--- config.mk ---
export PLATFORM = sky130hd
export DESIGN_NAME = game_screen_renderer
export DESIGN_NICKNAME = d
export VERILOG_FILES = /design/src/rtl/dino_game_pkg.sv /design/src/rtl/game_scene_shapes.sv /design/src/rtl/game_screen_renderer.sv
export SDC_FILE = /design/constraint.sdc
export NUM_CORES = 1
export LEC_CHECK = 0
export CORE_MARGIN = 4
export CORE_UTILIZATION = 25
export DETAILED_ROUTE_END_ITERATION = 12
export GPL_TIMING_DRIVEN = 0
export PLACE_DENSITY = 0.73
export SKIP_CTS_REPAIR_TIMING = 1
export SLEW_MARGIN = 10
export SYNTH_ARGS = -nofsm -noshare
export SYNTH_HDL_FRONTEND = slang
export SYNTH_SLANG_ARGS = --single-unit
--- constraint.sdc ---
create_clock -name clk -period 5.9 [get_ports clk]
set_input_delay 1.77 -clock clk [delete_from_list [all_inputs] [get_ports clk]]
set_output_delay 1.77 -clock clk [all_outputs]
set_load 0.01 [all_outputs]
--- src/rtl/dino_game_pkg.sv ---
// Shared constants for the dino game video path.
// Holds the byte type, screen extents, scene geometry, obstacle height range,
// the 3-bit {R,G,B} colour palette and the non-running screen codes.
// A small rectangle hit-test helper is shared by the renderers.
package dino_game_pkg;

   localparam int UBYTE_W = 8;
   typedef logic [UBYTE_W-1:0] ubyte_t;

   localparam ubyte_t xMAX      = 8'd159;
   localparam ubyte_t yMAX      = 8'd119;

   localparam ubyte_t groundTop = 8'd100;
   localparam ubyte_t dinoX     = 8'd20;
   localparam ubyte_t dinoW     = 8'd10;
   localparam ubyte_t dinoH     = 8'd12;
   localparam ubyte_t minObsH   = 8'd8;
   localparam ubyte_t maxObsH   = 8'd20;
   localparam ubyte_t obsW      = 8'd6;

   typedef logic [2:0] color_t;
   localparam color_t colBG     = 3'b111;
   localparam color_t colGround = 3'b000;
   localparam color_t colDino   = 3'b010;
   localparam color_t colObs    = 3'b100;
   localparam color_t colTitle  = 3'b001;
   localparam color_t colText   = 3'b000;
   localparam color_t colBanner = 3'b100;

   localparam int SCREEN_MENU  = 0;
   localparam int SCREEN_PAUSE = 1;
   localparam int SCREEN_OVER  = 2;

   // Inclusive rectangle test with constant bounds; all operands are 8 bits
   // and nothing is added, so no widening is needed here.
   function automatic logic in_rect(input ubyte_t px, input ubyte_t py,
                                    input ubyte_t x0, input ubyte_t x1,
                                    input ubyte_t y0, input ubyte_t y1);
      return (px >= x0) && (px <= x1) && (py >= y0) && (py <= y1);
   endfunction

endpackage

--- src/rtl/game_scene_shapes.sv ---
// Combinational hit tests for the moving scene: dino, two obstacles, ground.
// Ports:
//   x, y            pixel coordinate under test
//   dinoY           top row of the dino sprite
//   obs1X, obs1H    obstacle 1 left column and height (X > 159 is off-screen)
//   obs2X, obs2H    obstacle 2 left column and height
//   hitDino/hitObs1/hitObs2/hitGround   pixel lies inside that shape
// All edge arithmetic is done in 9 bits so an obstacle parked near 255 can
// never wrap back onto the left of the screen.
module game_scene_shapes
   import dino_game_pkg::*;
(
   input  logic [7:0] x,
   input  logic [7:0] y,
   input  logic [7:0] dinoY,
   input  logic [7:0] obs1X,
   input  logic [7:0] obs1H,
   input  logic [7:0] obs2X,
   input  logic [7:0] obs2H,
   output logic       hitDino,
   output logic       hitObs1,
   output logic       hitObs2,
   output logic       hitGround
);

   localparam logic [8:0] GROUND_LO  = {1'b0, groundTop};
   localparam logic [8:0] GROUND_HI  = {1'b0, groundTop} + 9'd1;
   localparam logic [8:0] DINO_X_LO  = {1'b0, dinoX};
   localparam logic [8:0] DINO_X_HI  = {1'b0, dinoX} + {1'b0, dinoW} - 9'd1;
   localparam logic [8:0] DINO_H_M1  = {1'b0, dinoH} - 9'd1;
   localparam logic [8:0] OBS_W_M1   = {1'b0, obsW} - 9'd1;

   logic [8:0] x9;
   logic [8:0] y9;
   logic [8:0] dino_top;
   logic [8:0] dino_bot;

   // A tall obstacle clamps its top to row 0 instead of going negative.
   // Height 0 leaves top = groundTop, above the bottom row, so it draws nothing.
   function automatic logic obs_hit(input logic [8:0] px, input logic [8:0] py,
                                    input logic [7:0] ox, input logic [7:0] oh);
      logic [8:0] left;
      logic [8:0] right;
      logic [8:0] top;
      left  = {1'b0, ox};
      right = {1'b0, ox} + OBS_W_M1;
      top   = (oh >= groundTop) ? 9'd0 : (GROUND_LO - {1'b0, oh});
      return (px >= left) && (px <= right) &&
             (py >= top) && (py <= GROUND_LO - 9'd1);
   endfunction

   always_comb begin
      x9        = {1'b0, x};
      y9        = {1'b0, y};
      dino_top  = {1'b0, dinoY};
      dino_bot  = {1'b0, dinoY} + DINO_H_M1;
      hitDino   = (x9 >= DINO_X_LO) && (x9 <= DINO_X_HI) &&
                  (y9 >= dino_top) && (y9 <= dino_bot);
      hitObs1   = obs_hit(x9, y9, obs1X, obs1H);
      hitObs2   = obs_hit(x9, y9, obs2X, obs2H);
      hitGround = (y9 >= GROUND_LO) && (y9 <= GROUND_HI);
   end

endmodule

--- src/rtl/game_screen_renderer.sv ---
// Per-pixel colour for the non-running screens (menu, pause, game over).
// Parameter SCREEN: 0 menu, 1 pause, 2 game over, anything else background.
// Ports:
//   clk, reset      system clock, synchronous active-high reset
//   frameClk        one-clk pulse per frame, advances the blink counter
//   x, y            pixel coordinate
//   dinoY, obs1X/H, obs2X/H   frame-snapshotted scene state
//   color           {R,G,B}, combinational from the inputs and blink counter
// Priority: overlay, dino, obstacle 1, obstacle 2, ground, background.
module game_screen_renderer
   import dino_game_pkg::*;
#(
   parameter int SCREEN = 0
)(
   input  logic       clk,
   input  logic       reset,
   input  logic       frameClk,
   input  logic [7:0] x,
   input  logic [7:0] y,
   input  logic [7:0] dinoY,
   input  logic [7:0] obs1X,
   input  logic [7:0] obs2X,
   input  logic [7:0] obs1H,
   input  logic [7:0] obs2H,
   output logic [2:0] color
);

   localparam logic SCENE_EN = (SCREEN == SCREEN_MENU) ||
                               (SCREEN == SCREEN_PAUSE) ||
                               (SCREEN == SCREEN_OVER);
   // Obstacles belong to a game in progress, so the menu hides them.
   localparam logic SHOW_OBS = (SCREEN == SCREEN_PAUSE) ||
                               (SCREEN == SCREEN_OVER);

   logic [7:0] blink_q;
   logic [7:0] blink_d;
   logic       blink_on;

   logic       hit_dino;
   logic       hit_obs1;
   logic       hit_obs2;
   logic       hit_ground;

   logic       overlay_hit;
   color_t     overlay_col;

   always_comb begin
      blink_d = blink_q;
      if (frameClk) begin
         blink_d = blink_q + 8'd1;
      end
   end

   always_ff @(posedge clk) begin
      if (reset) begin
         blink_q <= 8'd0;
      end else begin
         blink_q <= blink_d;
      end
   end

   // Bit 4 low means the blinking elements are visible: 16 frames on, 16 off.
   assign blink_on = ~blink_q[4];

   game_scene_shapes u_shapes (
      .x         (x),
      .y         (y),
      .dinoY     (dinoY),
      .obs1X     (obs1X),
      .obs1H     (obs1H),
      .obs2X     (obs2X),
      .obs2H     (obs2H),
      .hitDino   (hit_dino),
      .hitObs1   (hit_obs1),
      .hitObs2   (hit_obs2),
      .hitGround (hit_ground)
   );

   generate
      case (SCREEN)
         SCREEN_MENU: begin : g_menu
            always_comb begin
               overlay_hit = 1'b0;
               overlay_col = colBG;
               if (in_rect(x, y, 8'd40, 8'd119, 8'd20, 8'd39)) begin
                  overlay_hit = 1'b1;
                  overlay_col = colTitle;
               end else if (blink_on && in_rect(x, y, 8'd50, 8'd109, 8'd50, 8'd57)) begin
                  overlay_hit = 1'b1;
                  overlay_col = colText;
               end
            end
         end
         SCREEN_PAUSE: begin : g_pause
            always_comb begin
               overlay_hit = 1'b0;
               overlay_col = colBG;
               if (in_rect(x, y, 8'd74, 8'd77, 8'd40, 8'd59) ||
                   in_rect(x, y, 8'd82, 8'd85, 8'd40, 8'd59)) begin
                  overlay_hit = 1'b1;
                  overlay_col = colText;
               end
            end
         end
         SCREEN_OVER: begin : g_over
            // The inner strip punches a background-coloured hole in the banner.
            always_comb begin
               overlay_hit = 1'b0;
               overlay_col = colBG;
               if (blink_on && in_rect(x, y, 8'd40, 8'd119, 8'd37, 8'd42)) begin
                  overlay_hit = 1'b1;
                  overlay_col = colBG;
               end else if (in_rect(x, y, 8'd30, 8'd129, 8'd30, 8'd49)) begin
                  overlay_hit = 1'b1;
                  overlay_col = colBanner;
               end
            end
         end
         default: begin : g_blank
            assign overlay_hit = 1'b0;
            assign overlay_col = colBG;
         end
      endcase
   endgenerate

   always_comb begin
      color = colBG;
      if (!SCENE_EN) begin
         color = colBG;
      end else if (overlay_hit) begin
         color = overlay_col;
      end else if (hit_dino) begin
         color = colDino;
      end else if (SHOW_OBS && hit_obs1) begin
         color = colObs;
      end else if (SHOW_OBS && hit_obs2) begin
         color = colObs;
      end else if (hit_ground) begin
         color = colGround;
      end
   end

endmodule

## Word level (Yosys, flattened, before mapping)

Cells that the tools add are included.

- Bitwise gates (word level): 1
- Reductions and logical operators: 11
- Mux-type cells: 7
- Add/subtract/negate cells: 2
- Magnitude comparators: 14

Operator list:

| kind | number |
|---|---|
| >= comparator 8 x 6 -> 1 bit (second input constant) | 3 |
| less-or-equal comparator 8 x 7 -> 1 bit (second input constant) | 3 |
| >= comparator 8 x 5 -> 1 bit (second input constant) | 2 |
| less-or-equal comparator 8 x 6 -> 1 bit (second input constant) | 2 |
| two-way mux 3 bit | 5 |
| logical AND 1 bit | 11 |
| adder 8 x 4 -> 9 bit (second input constant) | 1 |
| less-or-equal comparator 8 x 9 -> 1 bit | 1 |
| adder 8 x 1 -> 8 bit (second input constant) | 1 |
| >= comparator 8 x 7 -> 1 bit (second input constant) | 1 |
| >= comparator 8 bit | 1 |
| less-or-equal comparator 8 x 5 -> 1 bit (second input constant) | 1 |
| two-way mux 1 bit | 2 |
| NOT 1 bit | 1 |

- Output and inout port bits: 3
- Bits of input ports: 59
- Register bits: 8

## Depth between registers and ports, before layout

Gate-level depths: netlist of run 1.

- Depth after elaboration: 8
- Depth in mapped cells: 12
- Mapped depth without buffers: 12

## Cells and area by module

From an unflattened synthesis of run 1, not the netlist that was laid out.

- Cells, all modules: 322
- Area total of the unflattened synthesis: 2438.6 um^2

By module, submodules not included:

| module | times used | area each (um^2) | cells each |
|---|---|---|---|
| game_scene_shapes | 1 | 2085.8 | 278 |
| game_screen_renderer | 1 | 352.8 | 44 |

## Worst setup path before layout of run 1

OpenSTA, ideal clock, no wires.

- Path kind: input-to-output
- Start: input port dinoY[0]
- End: output port color[1]
- Path slack: 423 ps
- Stages: 12
- Arrival: 3707 ps
- Cells stage by stage: inv_1 > ha_1 > nor2b_1 > nor2_1 > or3_1 > xnor2_1 > ha_1 > nand2_1 > nand3_1 > a311oi_1 > o2111a_2 > nand2b_1

- Cells in the longest elaborated chain, start to end: 5

Ends and longest elaborated chain:

| what | RTL line | text |
|---|---|---|
| start: declaration | game_screen_renderer.sv:20 | `input logic [7:0] dinoY,` |
| adder 8 x 4 -> 9 bit or >= comparator 8 bit (tied branches) | game_scene_shapes.sv:56, game_scene_shapes.sv:58 |  |
| less-or-equal comparator 8 x 9 -> 1 bit or logical AND 1 bit (tied branches) | game_scene_shapes.sv:58, game_scene_shapes.sv:57 |  |
| logical AND 1 bit * | game_scene_shapes.sv:58 | `(y9 >= dino_top) && (y9 <= dino_bot);` |
| two-way mux 3 bit * | game_screen_renderer.sv:132 | `end else if (hit_dino) begin` |
| two-way mux 3 bit * | game_screen_renderer.sv:130 | `end else if (overlay_hit) begin` |
| end: declaration | game_screen_renderer.sv:25 | `output logic [2:0] color` |

Every way passes the cells marked *; elsewhere a longest branch is shown, timed or not.

## Final worst setup path of run 1

- Start: input port dinoY[5]
- End: output port color[1]

Same word-level chain as after synthesis.

==> results_dict.tcl, run 1 <==
set metrics [dict create \
    via_count 872 \
    final_net_count 219 \
    rr_startpoint "blink_q[0]" \
    place.port_buffers 28 \
    drive_gt1_share_pct 15.6 \
    fin_skew_ns 0.000422 \
    crit_required_ns 4.13 \
    critPathCaptureType "primary output" \
    cp_top_family "simple AND/OR/NAND/NOR gates" \
    slowest_delay_ns 0.49 \
    peakVddDrop_mv 0.0394 \
    grt_pass1_wl_mm 3.45 \
    numClockSinks 5 \
    cts-root-buf "clkbuf_4" \
    yosys_warnings 0 \
    crit_path_start "dinoY[5]" \
    final_hold_viol_count 0 \
    largestRegisters "blink_q: 5 flops" \
    cts_inserted_buffers 3 \
    worst-path-buf-inv 3 \
    hold_class "reg -> reg" \
    rows 20 \
    relSlewSlack_pct 82.1 \
    start_kind "primary input" \
    path_cells "clkdlybuf4s50_1 > inv_2 > or3_1 > xnor2_1 > ha_1 > nand2_1 > nand3_2 > a311oi_2 > o2111a_2 > nand2b_4 > buf_6" \
    ys_seq_area_share_pct 11.9 \
    gp_congestion 0.837 \
    io-pin-count 62 \
    dp_hpwl_mm 1.81 \
    synth_area_leaders "ha_1 (27%), dfxtp_1 (12%), xnor2_1 (7.3%)" \
    track_usage_pct 10.1 \
    outcome "completed" \
    period_needed_ns 5.78 \
    antenna_found_initial 0 \
    synth_cell_types 34 \
    cts-htree-levels 1 \
    clkTransAtPathRegs_ns 0.04 \
    fp.dieH_um 66.0 \
    fin_util_pct 39.9 \
    hp-start "blink_q[4]" \
    fin_tns_setup_ns 0 \
    cts_tree "yes" \
    cp_slowest_cell "clkdlybuf4s50_1" \
    start_util_pct 26.8 \
    drt-total-wl_mm 2.15 \
    largest_register_ffs 5 \
    slew_viol_final 0 \
    first_global_vias 789 \
    critPathMaxFanout 4 \
    avgRoutedWirePerCell_um 11.6 \
    powerDensity_mw_per_mm2 124 \
    area_growth_pct 48.7 \
    synth_nets 186 \
    worstPathArrival_ns 4.01 \
    cap_violations 0 \
    diodes 0 \
    ant_nets 0 \
    fin_total_pwr_mw 0.155 \
    p_leak_nw 0.553 \
    syn_inst 109 \
    clkLatencyLatePin_ns 0.25 \
    synth.cell_area_sq_um 840 \
    largest-register "blink_q" \
    grt-ovfl-total 0 \
    finalCritPeriodShare_pct 97.9 \
    clock.fmax_mhz 173 \
    routed_via_density 4.71 \
    syn_avg_cell_area_sq_um 7.70 \
    first_iter_violations 31 \
    crit_type "in -> out" \
    clock_tree.buffer_depth 2 \
    tightestPinTransition_ns 0.267 \
    finalSetupViolCount 0 \
    die_w_um 66.0 \
    core-area_sq_mm 0.00313 \
    drc 0 \
    synth_seq_cells 5 \
    grt_max_degree 6 \
    synth_top_area_cell "ha_1" \
    dieArea_sq_mm 0.00435 \
    first_pass_iters 4 \
    yosys.area.top_type_share_pct 26.8 \
]
## per-layer routing
metal	vias up	GRT usage [%]	share of wire, %
li1	464	-	-
met4	0	3.05	0.88
met1	380	14.3	50
met3	2	3.23	8.3
met2	26	14.4	41
met5	-	0	0
## worst paths after layout
kind / depth (start not counted) / to / slack [ns]
setup / recovery: 11 / color[1] / 0.12
hold / removal: 2 / blink_q[4] / 0.51
setup reg to reg: 4 / blink_q[4] / 4.93
hold reg to reg: 2 / blink_q[4] / 0.51
## worst register-to-register path: cells and delay by family, from the launching register on
| kind | cells | cell delay [ns] |
|---|---|---|
| AND/OR/NAND/NOR | 2 | 0.16 |
| XOR/XNOR | 1 | 0.15 |
| flip-flops | 1 | 0.37 |
| adder cells (fa/ha/maj) | 1 | 0.18 |
## cell usage in the layout (no fill, tap or decap), types with 3 or more instances in the layout
master / count
a21oi_1: 4
clkbuf_4: 3
clkdlybuf4s50_1: 21
dfxtp_1: 5
dlymetal6s2s_1: 3
ha_1: 17
inv_1: 7
inv_2: 3
nand2_1: 7
nand4_1: 6
nor2_1: 11
nor3_1: 3
xnor2_1: 7
xor2_1: 4
## synthesized netlist by cell type
cell	count
a31oi_1	2
dfxtp_1	5
a21oi_1	5
a21o_1	1
ha_1	18
nand3_1	2
or3_1	2
mux2i_1	1
xor2_1	4
o2111a_2	1
or2_0	1
nor3_1	3
and3_1	1
a41o_1	1
and4_1	1
o21ai_1	1
o22ai_1	1
o21ai_0	3
nor2b_1	1
nand4_1	6
nor2_1	13
nor4_2	1
a211o_2	1
o221ai_1	2
nand2b_1	2
or2_1	1
nor3b_1	1
o211ai_1	1
a311oi_1	1
o21a_1	1
nand2_1	7
inv_1	10
o22a_1	1
xnor2_1	7
## layout make-up
type                            count  area [sq um]
Multi-Input combinational cell     94           756
Timing Repair Buffer               28           274
Inverter                           10          37.5
Tap cell                           44          55.1
Fill cell                         338          1880
Clock buffer                        4          26.3
Sequential cell                     5           100
## per-stage QoR
step | worst slack, ns | hold WS (ns) | instances | instance area, sq um
CTS | -0.840 | 0.518 | 185 | 1200
global placement | -0.843 | 0.496 | 181 | 1170
floorplan | 0.423 | 0.479 | 109 | 840
detailed placement | -0.825 | 0.504 | 181 | 1170
finish | 0.123 | 0.511 | 185 | 1250
global route | -0.0139 | 0.532 | 185 | 1250
## cell families (layout without fill, tap and decap cells)
logic type	Yosys count	count (layout)	synth area share, %
AND/OR/NAND/NOR	42	42	25.8
AO/OA/AOI/OAI	22	22	18.3
adder cells (fa/ha/maj)	18	18	26.8
XOR/XNOR	11	11	11.5
buffers and inverters	10	42	4.47
flip-flops	5	5	11.9
multiplexers	1	1	1.19
## report_power, final
part	internal (mW)	leakage [nW]	switching, mW	total [mW]
Combinational	0.0403	0.498	0.0368	0.0771
Sequential	0.0354	0.0407	0.00125	0.0367
Clock	0.0256	0.0150	0.0151	0.0408
No activity file was read; power rests on OpenSTA's default activity.
==> inputs of run 2 (changes only) <==
--- a/config.mk
+++ b/config.mk
@@ -5,12 +5,15 @@
 export SDC_FILE = /design/constraint.sdc
 export NUM_CORES = 1
 export LEC_CHECK = 0
+export CELL_PAD_IN_SITES_DETAIL_PLACEMENT = 0
+export CELL_PAD_IN_SITES_GLOBAL_PLACEMENT = 2
 export CORE_MARGIN = 4
-export CORE_UTILIZATION = 25
+export CORE_UTILIZATION = 17
 export DETAILED_ROUTE_END_ITERATION = 12
 export GPL_TIMING_DRIVEN = 0
-export PLACE_DENSITY = 0.73
+export PLACE_DENSITY = 0.92
 export SKIP_CTS_REPAIR_TIMING = 1
+export SKIP_LAST_GASP = 1
 export SLEW_MARGIN = 10
 export SYNTH_ARGS = -nofsm -noshare
 export SYNTH_HDL_FRONTEND = slang
==> run 2 against run 1 <==
  * Worst setup slack got worse by 0.0098 ns
  * First-iteration DRC count increased by 23%
  * Sequential power about the same
  * Global-route usage down 2.8 points
  * Clock skew grew 0.0093 ns
  * Flip-flop and latch count unchanged
  * Critical endpoint is now color[0]
==> results_dict.tcl, run 2 (same netlist as run 1, synthesis figures left out) <==
set metrics [dict create \
    place.port_buffers 28 \
    via_count 896 \
    slew_viol_final 0 \
    hold-path-cell-count 2 \
    largestRegisters "blink_q: 5 flops" \
    track_usage_pct 7.28 \
    whs_ns 0.516 \
    finalWorstSetupSlack_ns 0.114 \
    worstReg2RegEnd "blink_q[4]" \
    first_global_vias 843 \
    tightestPinTransition_ns 0.371 \
    cap_violations 0 \
    dpl_cell_area_sq_mm 0.00120 \
    peakVddDrop_mv 0.119 \
    clock_tree.buffer_depth 2 \
    critPathCaptureType "primary output" \
    grt-ovfl-total 0 \
    r2r_setup_slack_ns 4.93 \
    mostFrequentLayoutCell "clkdlybuf4s50_1" \
    rr_startpoint "blink_q[0]" \
    io-pin-count 62 \
    hold_class "reg -> reg" \
    diodes 0 \
    first_pass_iters 4 \
    clock.fmax_mhz 173 \
    cts-htree-levels 1 \
    drive_gt1_share_pct 20.7 \
    core-area_sq_mm 0.00475 \
    fin_tns_setup_ns 0 \
    final_hold_viol_count 0 \
    relSlewSlack_pct 75.0 \
    gr-usage-met2_pct 12.4 \
    gp_congestion 0.736 \
    die_w_um 78.3 \
    fp.dieH_um 78.3 \
    powerDensity_mw_per_mm2 135 \
    fin_skew_ns 0.00970 \
    power_frac_comb_pct 44.4 \
    seqPwrFrac_pct 20.1 \
    cts_inserted_buffers 3 \
    finalInstanceArea_sq_mm 0.00135 \
    routed_via_density 4.23 \
    grt.met1_usage_pct 8.45 \
    area_growth_pct 61.1 \
    rr_worst_depth 4 \
    dp_hpwl_mm 1.98 \
    largest_register_ffs 5 \
    grt_pass1_wl_mm 3.59 \
    clkTransAtPathRegs_ns 0.04 \
    drt-total-wl_mm 2.32 \
    stdcell_count 212 \
    period_needed_ns 5.79 \
    numClockSinks 5 \
    p_leak_nw 0.603 \
    rows 25 \
    drc 0 \
    start_util_pct 17.7 \
    crit_required_ns 4.13 \
    grt_use_met3_pct 2.75 \
    avgRoutedWirePerCell_um 10.9 \
    worstPathArrival_ns 4.02 \
    rsz0062_at_grt "no" \
    crit_type "in -> out" \
    antenna_found_initial 0 \
    most-common-layout-cells "clkdlybuf4s50_1 (19), ha_1 (17), nor2_1 (11)" \
    internal_power_mw 0.125 \
    critPathMaxFanout 3 \
    first_iter_violations 38 \
    busiest_layer "met2" \
    fin_util_pct 28.4 \
    start_kind "primary input" \
    min_to "blink_q[3]" \
    dp.cells 204 \
    largest-register "blink_q" \
    clkLatencyLatePin_ns 0.23 \
    grt_max_degree 6 \
    dpl_worst_slack_ns -0.910 \
    dieArea_sq_mm 0.00613 \
    pwr-share-clk_pct 35.5 \
    cts-root-buf "clkbuf_8" \
    cts_tree "yes" \
    ant_nets 0 \
    finalSetupViolCount 0 \
    outcome "completed" \
    switching_share_pct 31.5 \
    power.switching_mw 0.0576 \
    fin_total_pwr_mw 0.183 \
    final_net_count 223 \
    finalCritPeriodShare_pct 98.1 \
    hp-start "blink_q[3]" \
]
==> run 2: how the worst max path moves through the flow <==
| stage | from | end | slack (ns) |
|---|---|---|---|
| 2_1_floorplan | dinoY[0] | color[1] | 0.42 |
| 3_3_place_gp | dinoY[0] | color[1] | -0.90 |
| 3_5_place_dp | dinoY[0] | color[1] | -0.91 |
| 4_1_cts | dinoY[0] | color[1] | -0.93 |
| 5_1_grt | dinoY[0] | color[1] | 0.02 |
| 6_report | dinoY[0] | color[0] | 0.11 |
==> run 2: cell type report <==
cell class	count	area [sq um]
timing repair buffer	32	314
clock buffer	4	45.0
multi-input combinational	94	772
sequential	5	100
inverter	10	37.5
tap	67	83.8
fill	528	3400
==> run 2: per-layer routing <==
layer	wire length, um	vias up
met2	1170	17
met3	162	2
met1	967	404
met5	0	-
met4	19	0
li1	-	473
==> run 2: worst max-delay path, stage by stage <==
cell	delay, ns
buf_6	0.07
inv_2	0.05
ha_4	0.16
nor2b_4	0.14
nor2_4	0.05
or3_4	0.39
xnor2_2	0.14
ha_1	0.32
nand4_1	0.09
o22a_1	0.12
nand3_1	0.10
o2111a_2	0.31
o22ai_1	0.13
clkbuf_2	0.16
==> run 2: power by group through the flow <==
| stage | sequential (mW) | combinational [mW] | clock, mW |
|---|---|---|---|
| floorplan | 0.0370 | 0.0399 | 0 |
| global placement | 0.0372 | 0.0722 | 0 |
| detailed placement | 0.0373 | 0.0733 | 0 |
| CTS | 0.0368 | 0.0737 | 0.0653 |
| global route | 0.0371 | 0.0910 | 0.0692 |
| finish | 0.0368 | 0.0811 | 0.0649 |
